$ cat src/rtl/pcie_rx_pkg.sv
// Shared constants, per-symbol descrambler state and the LFSR byte step
// used by the Gen1/Gen2 receive descrambler.
package pcie_rx_pkg;

  localparam logic [7:0]  COM         = 8'hBC;
  localparam logic [7:0]  SKP         = 8'h1C;
  localparam logic [7:0]  FTS         = 8'h3C;
  localparam logic [7:0]  IDL         = 8'h7C;
  localparam logic [15:0] LFSR_SEED   = 16'hFFFF;
  localparam logic [3:0]  TS_BODY_LEN = 4'd15;

  typedef struct packed {
    logic [15:0] lfsr;
    logic [3:0]  bypass_cnt;
    logic        after_com;
    logic        locked;
  } desc_state_t;

  // Returns {next_lfsr, scramble_byte}; bit j is lfsr[15] taken before the j-th shift.
  function automatic logic [23:0] lfsr_step8(input logic [15:0] s);
    logic [15:0] l;
    logic [7:0]  m;
    l = s;
    m = '0;
    for (int j = 0; j < 8; j++) begin
      m[j] = l[15];
      l    = {l[14:0], 1'b0} ^ ({16{l[15]}} & 16'h0039);
    end
    return {l, m};
  endfunction

endpackage

$ cat src/rtl/rx_descramble_symbol.sv
// One symbol slot of the descrambler: applies framing, TS bypass and XOR rules
// to a single symbol and hands the updated state to the next slot.
module rx_descramble_symbol
  import pcie_rx_pkg::*;
#(
  parameter logic [15:0] SEED = 16'hFFFF
) (
  input  desc_state_t i_state,
  input  logic [7:0]  i_sym,
  input  logic        i_k,
  input  logic        i_en,
  input  logic        i_xor_en,
  output desc_state_t o_state,
  output logic [7:0]  o_sym
);

  logic [23:0] w_step;
  logic        w_is_com;
  logic        w_is_skp;
  logic        w_no_ts;
  logic        w_bypass;

  assign w_step   = lfsr_step8(i_state.lfsr);
  assign w_is_com = i_k && (i_sym == COM);
  assign w_is_skp = i_k && (i_sym == SKP);
  assign w_no_ts  = i_k && (i_sym == SKP || i_sym == FTS || i_sym == IDL);

  always_comb begin
    o_state  = i_state;
    o_sym    = i_sym;
    w_bypass = 1'b0;
    if (i_en) begin
      if (w_is_com) begin
        o_state.lfsr       = SEED;
        o_state.locked     = 1'b1;
        o_state.after_com  = 1'b1;
        o_state.bypass_cnt = 4'd0;
      end else begin
        o_state.after_com = 1'b0;
        if (!w_is_skp)
          o_state.lfsr = w_step[23:8];
        // The opening symbol of a TS body is itself the first bypassed symbol.
        if (i_state.after_com && !w_no_ts) begin
          w_bypass           = 1'b1;
          o_state.bypass_cnt = TS_BODY_LEN - 4'd1;
        end else if (i_state.bypass_cnt != 4'd0) begin
          w_bypass           = 1'b1;
          o_state.bypass_cnt = i_state.bypass_cnt - 4'd1;
        end
        if (!i_k && i_state.locked && i_xor_en && !w_bypass)
          o_sym = i_sym ^ w_step[7:0];
      end
    end
  end

endmodule

$ cat src/rtl/rx_descrambler.sv
// Per-lane Gen1/Gen2 receive descrambler: a chain of symbol slots processed
// in index order each cycle, with one registered output stage.
module rx_descrambler
  import pcie_rx_pkg::desc_state_t;
#(
  parameter int          MAXPIPEWIDTH = 32,
  parameter logic [15:0] LFSR_SEED    = pcie_rx_pkg::LFSR_SEED
) (
  input  logic                      pclk,
  input  logic                      reset,
  input  logic [2:0]                gen,
  input  logic [5:0]                pipewidth,
  input  logic                      turnOff,
  input  logic [MAXPIPEWIDTH-1:0]   RxData,
  input  logic [MAXPIPEWIDTH/8-1:0] RxDataK,
  input  logic                      RxValid,
  output logic [MAXPIPEWIDTH-1:0]   DataOut,
  output logic [MAXPIPEWIDTH/8-1:0] DataKOut,
  output logic                      DataValidOut,
  output logic                      locked
);

  localparam int NSYM = MAXPIPEWIDTH / 8;
  localparam desc_state_t RST_STATE = '{lfsr: LFSR_SEED, bypass_cnt: 4'd0,
                                        after_com: 1'b0, locked: 1'b0};

  desc_state_t                r_state;
  logic [2:0]                 r_gen;
  desc_state_t                w_chain [NSYM+1];
  logic [NSYM-1:0][7:0]       w_sym_out;
  logic [NSYM-1:0][7:0]       w_data;
  logic [NSYM-1:0]            w_k;
  logic [NSYM-1:0]            w_en;
  logic [2:0]                 w_nact;
  logic                       w_gen_chg;
  logic                       w_xor_en;

  assign w_gen_chg  = (gen != r_gen);
  assign w_xor_en   = !turnOff && (gen == 3'd1 || gen == 3'd2);
  assign w_chain[0] = r_state;
  assign locked     = r_state.locked;

  always_comb begin
    w_nact = 3'd1;
    case (pipewidth)
      6'd16:   w_nact = 3'd2;
      6'd32:   w_nact = 3'd4;
      default: w_nact = 3'd1;
    endcase
  end

  for (genvar g = 0; g < NSYM; g++) begin : g_sym
    assign w_en[g] = RxValid && !w_gen_chg && (3'(g) < w_nact);

    rx_descramble_symbol #(.SEED(LFSR_SEED)) u_sym (
      .i_state  (w_chain[g]),
      .i_sym    (RxData[8*g +: 8]),
      .i_k      (RxDataK[g]),
      .i_en     (w_en[g]),
      .i_xor_en (w_xor_en),
      .o_state  (w_chain[g+1]),
      .o_sym    (w_sym_out[g])
    );

    // Slots beyond the active width are zeroed rather than passed through.
    assign w_data[g] = (3'(g) < w_nact) ? w_sym_out[g] : 8'h00;
    assign w_k[g]    = (3'(g) < w_nact) && RxDataK[g];
  end

  always_ff @(posedge pclk) begin
    if (reset) begin
      r_state      <= RST_STATE;
      r_gen        <= gen;
      DataOut      <= '0;
      DataKOut     <= '0;
      DataValidOut <= 1'b0;
    end else begin
      r_gen        <= gen;
      DataValidOut <= RxValid;
      r_state      <= w_gen_chg ? RST_STATE : w_chain[NSYM];
      if (RxValid) begin
        DataOut  <= w_data;
        DataKOut <= w_k;
      end
    end
  end

endmodule

$ cat config.mk
export PLATFORM = sky130hd
export DESIGN_NAME = rx_descrambler
export DESIGN_NICKNAME = d
export VERILOG_FILES = /design/src/rtl/pcie_rx_pkg.sv /design/src/rtl/rx_descramble_symbol.sv /design/src/rtl/rx_descrambler.sv
export SDC_FILE = /design/constraint.sdc
export NUM_CORES = 1
export LEC_CHECK = 0
export CORE_MARGIN = 1.5
export CORE_UTILIZATION = 55
export CTS_BUF_LIST = sky130_fd_sc_hd__clkbuf_16
export CTS_CLUSTER_DIAMETER = 150
export DETAILED_ROUTE_END_ITERATION = 12
export HOLD_SLACK_MARGIN = 0.05
export MAX_ROUTING_LAYER = met4
export PLACE_DENSITY_LB_ADDON = 0.25
export SYNTH_ARGS = -nofsm -noshare
export SYNTH_HDL_FRONTEND = slang
export SYNTH_SLANG_ARGS = --single-unit
$ cat constraint.sdc
create_clock -name pclk -period 8.35 [get_ports pclk]
set_clock_uncertainty 0.2 [all_clocks]
set_input_delay 2.505 -clock pclk [delete_from_list [all_inputs] [get_ports pclk]]
set_output_delay 2.505 -clock pclk [all_outputs]
set_load 0.03 [all_outputs]
Word level (Yosys, flattened, before mapping)
Cells that the tools add are included.
{ "word_totals": {"output_inout_bits": 38, "reg_bits": 62} }
{ "classes": {"magnitude_cmp": 4, "addsub": 4, "muxes": 57, "reduce_logical": 66, "eq_ne": 21, "n_bitwise": 36} }
{ "ops": {"columns": ["cell", "n"], "rows": [
  ["bitwise XOR 16 x 6 -> 16 bit", 32],
  ["2-to-1 mux 8 bit", 16],
  ["2-to-1 mux 22 bit", 4],
  ["2-to-1 mux 21 bit", 4],
  ["2-to-1 mux 16 bit", 4],
  ["logical AND 1 bit", 38],
  ["== test 8 x 5 -> 1 bit (second input constant)", 4],
  ["== test 8 x 6 -> 1 bit (second input constant)", 4],
  ["== test 8 x 7 -> 1 bit (second input constant)", 4],
  ["== test 8 bit (second input constant)", 4],
  ["2-to-1 mux 4 bit", 8],
  ["bitwise XOR 8 bit", 4],
  ["2-to-1 mux 1 bit", 20],
  ["nonzero test 4 bit", 4],
  ["subtractor 4 x 1 -> 4 bit (second input constant)", 4],
  ["zero test 1 bit", 14],
  ["logical OR 1 bit", 9],
  ["== test 6 x 5 -> 1 bit (second input constant)", 1],
  ["== test 6 bit (second input constant)", 1],
  ["less-than comparator 1 x 3 -> 1 bit (first input constant)", 2],
  ["less-than comparator 2 x 3 -> 1 bit (first input constant)", 2],
  ["case mux 3 bit (2 select lines)", 1],
  ["== test 3 x 1 -> 1 bit (second input constant)", 1],
  ["== test 3 x 2 -> 1 bit (second input constant)", 1],
  ["other kinds (2)", 2]
]} }

Longest topological paths before layout
Gate-level depths: netlist of run 1.
{ "depth": {"word_depth": 45, "mapped_depth": 20, "mapped_depth_nobuf": 20} }

Hierarchy
A second synthesis of run 1 with hierarchy kept.
{ "hier_totals": {"hier_cells": 733, "area_unflattened_um2": 5696.7} }
{ "by_module_without_submodules": {"columns": ["module", "instances", "cells_each", "area_each_um2", "seq_area_each_um2"], "rows": [
  ["rx_descramble_symbol", 4, 129, 869.6, 0.0],
  ["rx_descrambler", 1, 217, 2218.4, 1241.2]
]} }

Worst setup path before layout of run 1
Ideal clock, no wire load.
{ "synth_timing": {"path_kind": "input to register", "from": "input port RxData[1]", "to": "register DataOut[24]", "path_slack_ns": 1.395, "setup_time_ns": 0.075, "path_buffers": 1, "cell_stages": 20, "arrival_time_ns": 6.680, "cell_sequence": "nand4bb_1 > buf_2 > o41a_1 > nor2_1 > a21oi_1 > o22ai_1 > ha_1 > o221ai_1 > nor3b_1 > mux2i_1 > ha_1 > or3b_4 > and4_1 > nor3_2 > ha_1 > nand4_1 > a21oi_1 > nand2_1 > xor2_1 > o21ai_0"} }
{ "synth_via": {"elab_chain_cells": 32, "elab_cells_between_ends": 65} }
{ "synth_rtl": {"columns": ["item", "line_no", "text"], "rows": [
  ["start: declaration", "rx_descrambler.sv:14", "input logic [MAXPIPEWIDTH-1:0] RxData,"],
  ["parallel branches: the longest is 4 deep, another holds 2-to-1 mux 21 bit", null, null],
  ["2-to-1 mux 22 bit (*)", "rx_descramble_symbol.sv:32", "if (i_en) begin"],
  ["bitwise XOR 16 x 6 -> 16 bit (8 in a row)", "pcie_rx_pkg.sv:27", "l = {l[14:0], 1'b0} ^ ({16{l[15]}} & 16'h0039);"],
  ["2-to-1 mux 16 bit", "rx_descramble_symbol.sv:40", "if (!w_is_skp)"],
  ["2-to-1 mux 21 bit", "rx_descramble_symbol.sv:33", "if (w_is_com) begin"],
  ["2-to-1 mux 22 bit (*)", "rx_descramble_symbol.sv:32", null],
  ["bitwise XOR 16 x 6 -> 16 bit (8 in a row)", "pcie_rx_pkg.sv:27", null],
  ["2-to-1 mux 16 bit", "rx_descramble_symbol.sv:40", null],
  ["2-to-1 mux 21 bit", "rx_descramble_symbol.sv:33", null],
  ["2-to-1 mux 22 bit (*)", "rx_descramble_symbol.sv:32", null],
  ["parallel branches: the longest is 1 deep, another holds nonzero test 4 bit", null, null],
  ["2-to-1 mux 8 bit (*)", "rx_descramble_symbol.sv:50", "if (!i_k && i_state.locked && i_xor_en && !w_bypass)"],
  ["2-to-1 mux 8 bit (*)", "rx_descramble_symbol.sv:33", null],
  ["2-to-1 mux 8 bit (*)", "rx_descramble_symbol.sv:32", null],
  ["2-to-1 mux 8 bit (*)", "rx_descrambler.sv:66", "assign w_data[g] = (3'(g) < w_nact) ? w_sym_out[g] : 8'h00;"],
  ["end signal: assignment", "rx_descrambler.sv:82", "DataOut <= w_data;"],
  ["end: declaration", "rx_descrambler.sv:17", "output logic [MAXPIPEWIDTH-1:0] DataOut,"]
]} }
Every way passes the cells marked *. The select of a mux whose other input is x is not followed.
A chain may end at the register's enable or synchronous reset.

Worst setup path after layout of run 1
{ "layout_timing": {"from": "input port gen[0]", "to": "register DataOut[30]"} }
{ "layout_via": {"elab_chain_cells": 38, "elab_cells_between_ends": 67} }
{ "layout_rtl": {"columns": ["item", "line_no", "text"], "rows": [
  ["start: declaration", "rx_descrambler.sv:11", "input logic [2:0] gen,"],
  ["inequality test 3 bit", "rx_descrambler.sv:38", "assign w_gen_chg = (gen != r_gen);"],
  ["zero test 1 bit", "rx_descrambler.sv:53", "assign w_en[g] = RxValid && !w_gen_chg && (3'(g) < w_nact);"],
  ["logical AND 1 bit (2 in a row)", "rx_descrambler.sv:53", null],
  ["2-to-1 mux 22 bit", "rx_descramble_symbol.sv:32", null],
  ["bitwise XOR 16 x 6 -> 16 bit (8 in a row)", "pcie_rx_pkg.sv:27", null],
  ["2-to-1 mux 16 bit", "rx_descramble_symbol.sv:40", null],
  ["2-to-1 mux 21 bit", "rx_descramble_symbol.sv:33", null],
  ["2-to-1 mux 22 bit", "rx_descramble_symbol.sv:32", null],
  ["(+9 left out)", null, null],
  ["2-to-1 mux 21 bit", "rx_descramble_symbol.sv:33", null],
  ["2-to-1 mux 22 bit", "rx_descramble_symbol.sv:32", null],
  ["bitwise XOR 16 x 6 -> 16 bit (6 in a row)", "pcie_rx_pkg.sv:27", null],
  ["bitwise XOR 8 bit", "rx_descramble_symbol.sv:51", "o_sym = i_sym ^ w_step[7:0];"],
  ["2-to-1 mux 8 bit", "rx_descramble_symbol.sv:50", null],
  ["2-to-1 mux 8 bit", "rx_descramble_symbol.sv:33", null],
  ["2-to-1 mux 8 bit (*)", "rx_descramble_symbol.sv:32", null],
  ["2-to-1 mux 8 bit (*)", "rx_descrambler.sv:66", null]
]} }
Every way passes the cells marked *; elsewhere a longest branch is shown, timed or not. The select of a mux whose other input is x is not followed.

==> results.md, run 1 <==
- # IOs: 87
- 1st-iter DRT viols: 440
- Die area: 10680 um2
- Die Ht: 103.4 um
- Avg WL per Cell: 19.72 um
- Crit Path Max Fanout: 15
- Area share of the largest cell type after synthesis: 0.2241
- Max Cap Viol: 0
- Post-synth cell types: 84
- Worst Hold Class: reg -> reg
- Num CTS Buffers: 9
- Syn_area_per_cell: 7.577 um2
- Leak: 0.002384 uW
- Hold WS: 0.2569 ns
- Setup TNS: 0 ns
- Residual overflow from global routing: 0
- Final hold vios: 0
- Final #Nets: 858
- Element type at the critical path end: register
- Most frequent cells in the layout: nor2_1 (91), clkdlybuf4s50_1 (86), nand2_1 (82)
- Final Max Slew Viols: 0
- Hold-fix buffers, CTS: 0
- Hpwl dp: 14.21 mm
- Logic pwr share: 0.174
- Final Setup Violations: 0
- IO buf count: 86
- VDD IR-drop max: 0.00007669 V
- Most common cell after layout, fill and taps aside: nor2_1
- Post-CTS sizing: 0
- FP Rows: 36
- Syn Nets: 784
- GRT Overall Usage: 0.3598
- Layout cell share with drive strength beyond 1: 0.08292
- CP Data Required Time: 8.41 ns
- Startpoint types: input port
- Number of flops mapped to enable cells by yosys: 0
- Post-CTS Setup Bufs: 0
- CTS Buffer Depth: 2
- Largest net degree at the start of global routing: 34
- Synth area leaders: dfxtp_1 (22%), xnor2_1 (11%), xor2_1 (7.1%), nor2_1 (6.2%), nand2_1 (5.6%)
- Clock-pin slew on the worst setup and hold paths: 0.06 ns
- Area Growth Syn to Fin: 22.52%
- TritonCTS clock tree: built
- Arrival @ worst endpoint: 7.83 ns
- Worst slew pin tran: 1.006 ns
- Async S/R FF share, synth: 0
- Vias/cell: 6.354
- Routability cong.: 0.9876
- Sequential power share: 0.392
- Initial antenna violation count: 0
- Global-route wire length before repair: 28.46 mm
- Post-synthesis sequential element count: 62
- CTS Sinks: 62
- Minimum clock period: 7.765 ns
- Switching power: 219.9 uW
- Mapped Cells: 731
- Pint: 555.5 uW
- Slew margin rel.: 0.3253
- Die X-Extent: 103.4 um
- Clock root cell: clkbuf_16
- Drt total wl: 18.55 mm
- PwrDens: 114.3 nW/um2
- Initial core utilization: 0.5667
- CTS H-tree lvls: 3
- Antenna Nets Post-Route: 0
- Cell Area, Synth: 5539 um2
- Drt pass-1 iters: 5
- Worst-skew pair later-pin latency: 0.33 ns
- Leading area contributor after synthesis: dfxtp_1
- Number of diodes: 0
- Fmax: 128.8 MHz
- Clk pwr share: 0.434
- Vias in the first global route: 5569
- Drt drc: 0
- Dominant synthesized flop cell: dfxtp_1
- Sequential fraction of the synthesis area: 0.2241
- Final Cycle Share: 0.9299
- Result of the run: completed
- Core Util, Final: 0.6943
- Type of the worst setup path: in -> reg
- Core ar.: 9774 um2
- RSZ-0062 raised after global routing: false
- Syn. warnings: 0
- Switching portion of total power: 0.2836
- Vias: 5979
==> Yosys cell counts, drive strengths merged, types with 6 or more instances <==
library cell,count
a211oi,19
a21oi,35
a22oi,23
a31oi,9
a32oi,6
buf,12
clkbuf,30
dfxtp,62
inv,19
mux2i,9
nand2,83
nand2b,10
nand3,12
nor2,93
nor3,19
nor4,12
o211ai,7
o21ai,36
o221ai,8
o22ai,9
or3,11
or4,7
xnor2,72
xor2,45
==> registers in the layout (all words and copies together), names as in the netlist <==
signal        cells
locked            1
DataOut          32
DataValidOut      1
r_state          21
DataKOut          4
r_gen             3
==> metal layers <==
metal | vias up | global-route usage | share of wire
li1 | 2786 | - | -
met1 | 2822 | 0.4383 | 0.41
met2 | 295 | 0.5772 | 0.47
met3 | 76 | 0.07460 | 0.079
met4 | 0 | 0.1528 | 0.038
met5 | - | - | 0
==> worst paths after layout <==
kind,start,end,slack [ns],cells after the start
hold / removal,DataOut[26],DataOut[26],0.26,2
hold reg to reg,DataOut[26],DataOut[26],0.26,2
setup / recovery,gen[0],DataOut[30],0.58,20
setup reg to reg,r_gen[0],DataOut[30],2.93,19
==> critical path, cell delays in order <==
cell and delay (ns):
clkdlybuf4s50_1 0.47, xor2_1 0.22, or4_1 0.55, buf_4 0.21, a31oi_1 0.18, a2bb2oi_2 0.26
ha_1 0.26, o221ai_1 0.22, o21ai_0 0.23, a221o_1 0.28, ha_1 0.24, or3b_4 0.43
and4_1 0.20, nor3_2 0.21, ha_1 0.23, nand4_1 0.08, a21oi_1 0.54, nand2_1 0.17
xor2_1 0.18, o21ai_0 0.14
==> final cells by class <==
class                           count  area (um2)
Inverter                           19       71.32
Timing Repair Buffer              105        1003
Clock inverter                      5       28.78
Tap cell                          133       166.4
Multi-Input combinational cell    608        4050
Fill cell                         843        2988
Clock buffer                        9       225.2
Sequential cell                    62        1241
==> cells by family after synthesis <==
family                     share of synthesized area
DFF                                           0.2241
muxes                                        0.01626
AOI/OAI and AO/OA                             0.2638
adders and majority gates                   0.009036
buffers and inverters                        0.04721
xor gates and xnor gates                      0.1891
and+or+nand+nor                               0.2505
==> power by group through the flow <==
stage | Sequential (uW) | Clock [uW] | Combinational (uW)
6_report | 304 | 337 | 135
5_1_grt | 304 | 352 | 144
4_1_cts | 304 | 338 | 133
3_5_place_dp | 310 | 0 | 132
3_3_place_gp | 310 | 0 | 130
2_1_floorplan | 317 | 0 | 69.9
==> stage by stage <==
stage | instances | total power [uW] | instance area [um2] | setup slack [ns]
3_5_place_dp | 927 | 441.9 | 6533 | 0.3282
6_report | 941 | 775.4 | 6787 | 0.5850
4_1_cts | 941 | 774.8 | 6787 | 0.6630
3_3_place_gp | 927 | 439.6 | 6533 | 0.5952
5_1_grt | 941 | 799.8 | 6787 | 0.1824
2_1_floorplan | 731 | 386.4 | 5539 | 1.395
Note: power is estimated with default switching activity, not from simulation.
==> run 2: changes to the inputs <==
HOLD_SLACK_MARGIN = 0.12   (was 0.05)
==> results of run 2 <==
The final DEF is identical to that of run 1; final timing and power are the same.
==> run 3: changes to the inputs <==
clock period = 7.7 ns   (was 8.35 ns; I/O delays follow)
==> results.md, run 3 (synthesis gave the netlist of run 1 again) <==
- CTS H-tree lvls: 3
- Die Ht: 103.4 um
- Crit Reg-Reg Startpoint: r_state[2]
- Residual overflow from global routing: 0
- Avg WL per Cell: 19.96 um
- Drt drc: 0
- # IOs: 87
- Layout cell share with drive strength beyond 1: 0.09436
- VDD IR-drop max: 0.00008760 V
- CTS Sinks: 62
- GRT Overall Usage: 0.3665
- Die area: 10680 um2
- Minimum clock period: 7.397 ns
- Hpwl dp: 14.20 mm
- Max FFs per register: 32
- TritonCTS clock tree: built
- Final Cycle Share: 0.9606
- Largest net degree at the start of global routing: 22
- R2r setup slk: 2.34 ns
- Placed cell count: 933
- Core ar.: 9774 um2
- Max Cap Viol: 0
- M2 GR Usage: 0.5782
- Final Max Slew Viols: 0
- CTS Buffer Depth: 2
- Leak: 0.002433 uW
- Drt pass-1 iters: 6
- IO buf count: 86
- Post-DP Area: 6584 um2
- FP Rows: 36
- Fmax: 135.2 MHz
- Element type at the critical path end: register
- Vias: 6064
- CP Data Required Time: 7.76 ns
- 1st-iter DRT viols: 504
- Num CTS Buffers: 9
- Final Setup Violations: 0
- Non-filler cells, final: 949
- Final #Nets: 864
- Startpoint types: input port
- Worst-skew pair later-pin latency: 0.35 ns
- Global-route wire length before repair: 29.04 mm
- Die X-Extent: 103.4 um
- Initial antenna violation count: 0
- Post-CTS sizing: 0
- Antenna Nets Post-Route: 0
- Hold-fix buffers, CTS: 0
- Worst slew pin tran: 0.9952 ns
- Worst setup path start: gen[0]
- Setup TNS: 0 ns
- Initial core utilization: 0.5667
- Worst Hold Class: reg -> reg
- Met1 usage: 0.4458
- Most Crowded Layer GR: met2
- Hold WS: 0.2681 ns
- Drt total wl: 18.94 mm
- Biggest registers after layout: DataOut: 32 flops, r_state: 21 flops, DataKOut: 4 flops
- RSZ-0062 raised after global routing: false
- PwrDens: 130.6 nW/um2
- Post-CTS Setup Bufs: 0
- Arrival @ worst endpoint: 7.46 ns
- Type of the worst setup path: in -> reg
- Vias in the first global route: 5718
- Vias/cell: 6.390
- Largest reg by FF count: DataOut
- Crit Path Max Fanout: 8
- Most common cell after layout, fill and taps aside: nor2_1
- Most frequent cells in the layout: nor2_1 (91), clkdlybuf4s50_1 (86), nand2_1 (82)
- Final hold vios: 0
- Routability cong.: 1.080
- Area Growth Syn to Fin: 24.28%
- Number of diodes: 0
- Result of the run: completed
- Clock root cell: clkbuf_16
- Slew margin rel.: 0.3310
- Min-delay src: DataOut[28]
- Design area: 6884 um2
- Clock-pin slew on the worst setup and hold paths: 0.06 ns
- GR Layer Usage met3: 0.07863
-- run 3: where the power goes --
| part | total, uW | internal (uW) | switching, uW | leakage, uW |
|---|---|---|---|---|
| clock network | 421 | 251 | 170 | 0.000140 |
| logic | 149 | 65.5 | 83.1 | 0.00179 |
| registers | 329 | 326 | 3.16 | 0.000504 |
| total | 899 | 643 | 256 | 0.00243 |
-- run 3: per-stage QoR --
stage          power (uW)  setup WS (ns)    util
4_1_cts             892.5         0.2247  0.7039
3_3_place_gp        478.7         0.2946  0.6736
5_1_grt             924.7        0.01251  0.7043
6_report            898.8         0.3035  0.7043
2_1_floorplan       419.1         0.9395       -
3_5_place_dp        480.9       -0.07372  0.6736
-- run 3: worst paths after layout --
check / to / cells after the start
max: DataOut[30] / 19
min: DataOut[28] / 2
max reg2reg: DataOut[30] / 19
min reg2reg: DataOut[28] / 2
-- run 3: worst max-delay path, stage by stage --
cell             delay, ns
clkdlybuf4s50_1       0.54
xor2_1                0.17
or4_1                 0.64
a31oi_1               0.23
a2bb2oi_2             0.25
ha_1                  0.26
o221ai_1              0.24
o21ai_0               0.27
a221o_1               0.31
ha_1                  0.25
or3b_4                0.44
and4_1                0.21
nor3_2                0.21
ha_1                  0.24
nand4_1               0.10
a21oi_2               0.32
nand2_1               0.12
xor2_1                0.15
o21ai_0               0.19
-- run 3: layout make-up --
type	instances	area (um2)
inverter	19	71.32
sequential	62	1241
clock inverter	7	71.32
timing repair buffer	111	1049
clock buffer	9	225.2
tap	133	166.4
fill	824	2890
multi-input combinational	608	4060
-- run 3: layer usage --
metal	vias to the layer above	wire length, um
li1	2797	-
met1	2817	7536
met2	370	8861
met3	80	1725
met4	0	816
met5	-	0
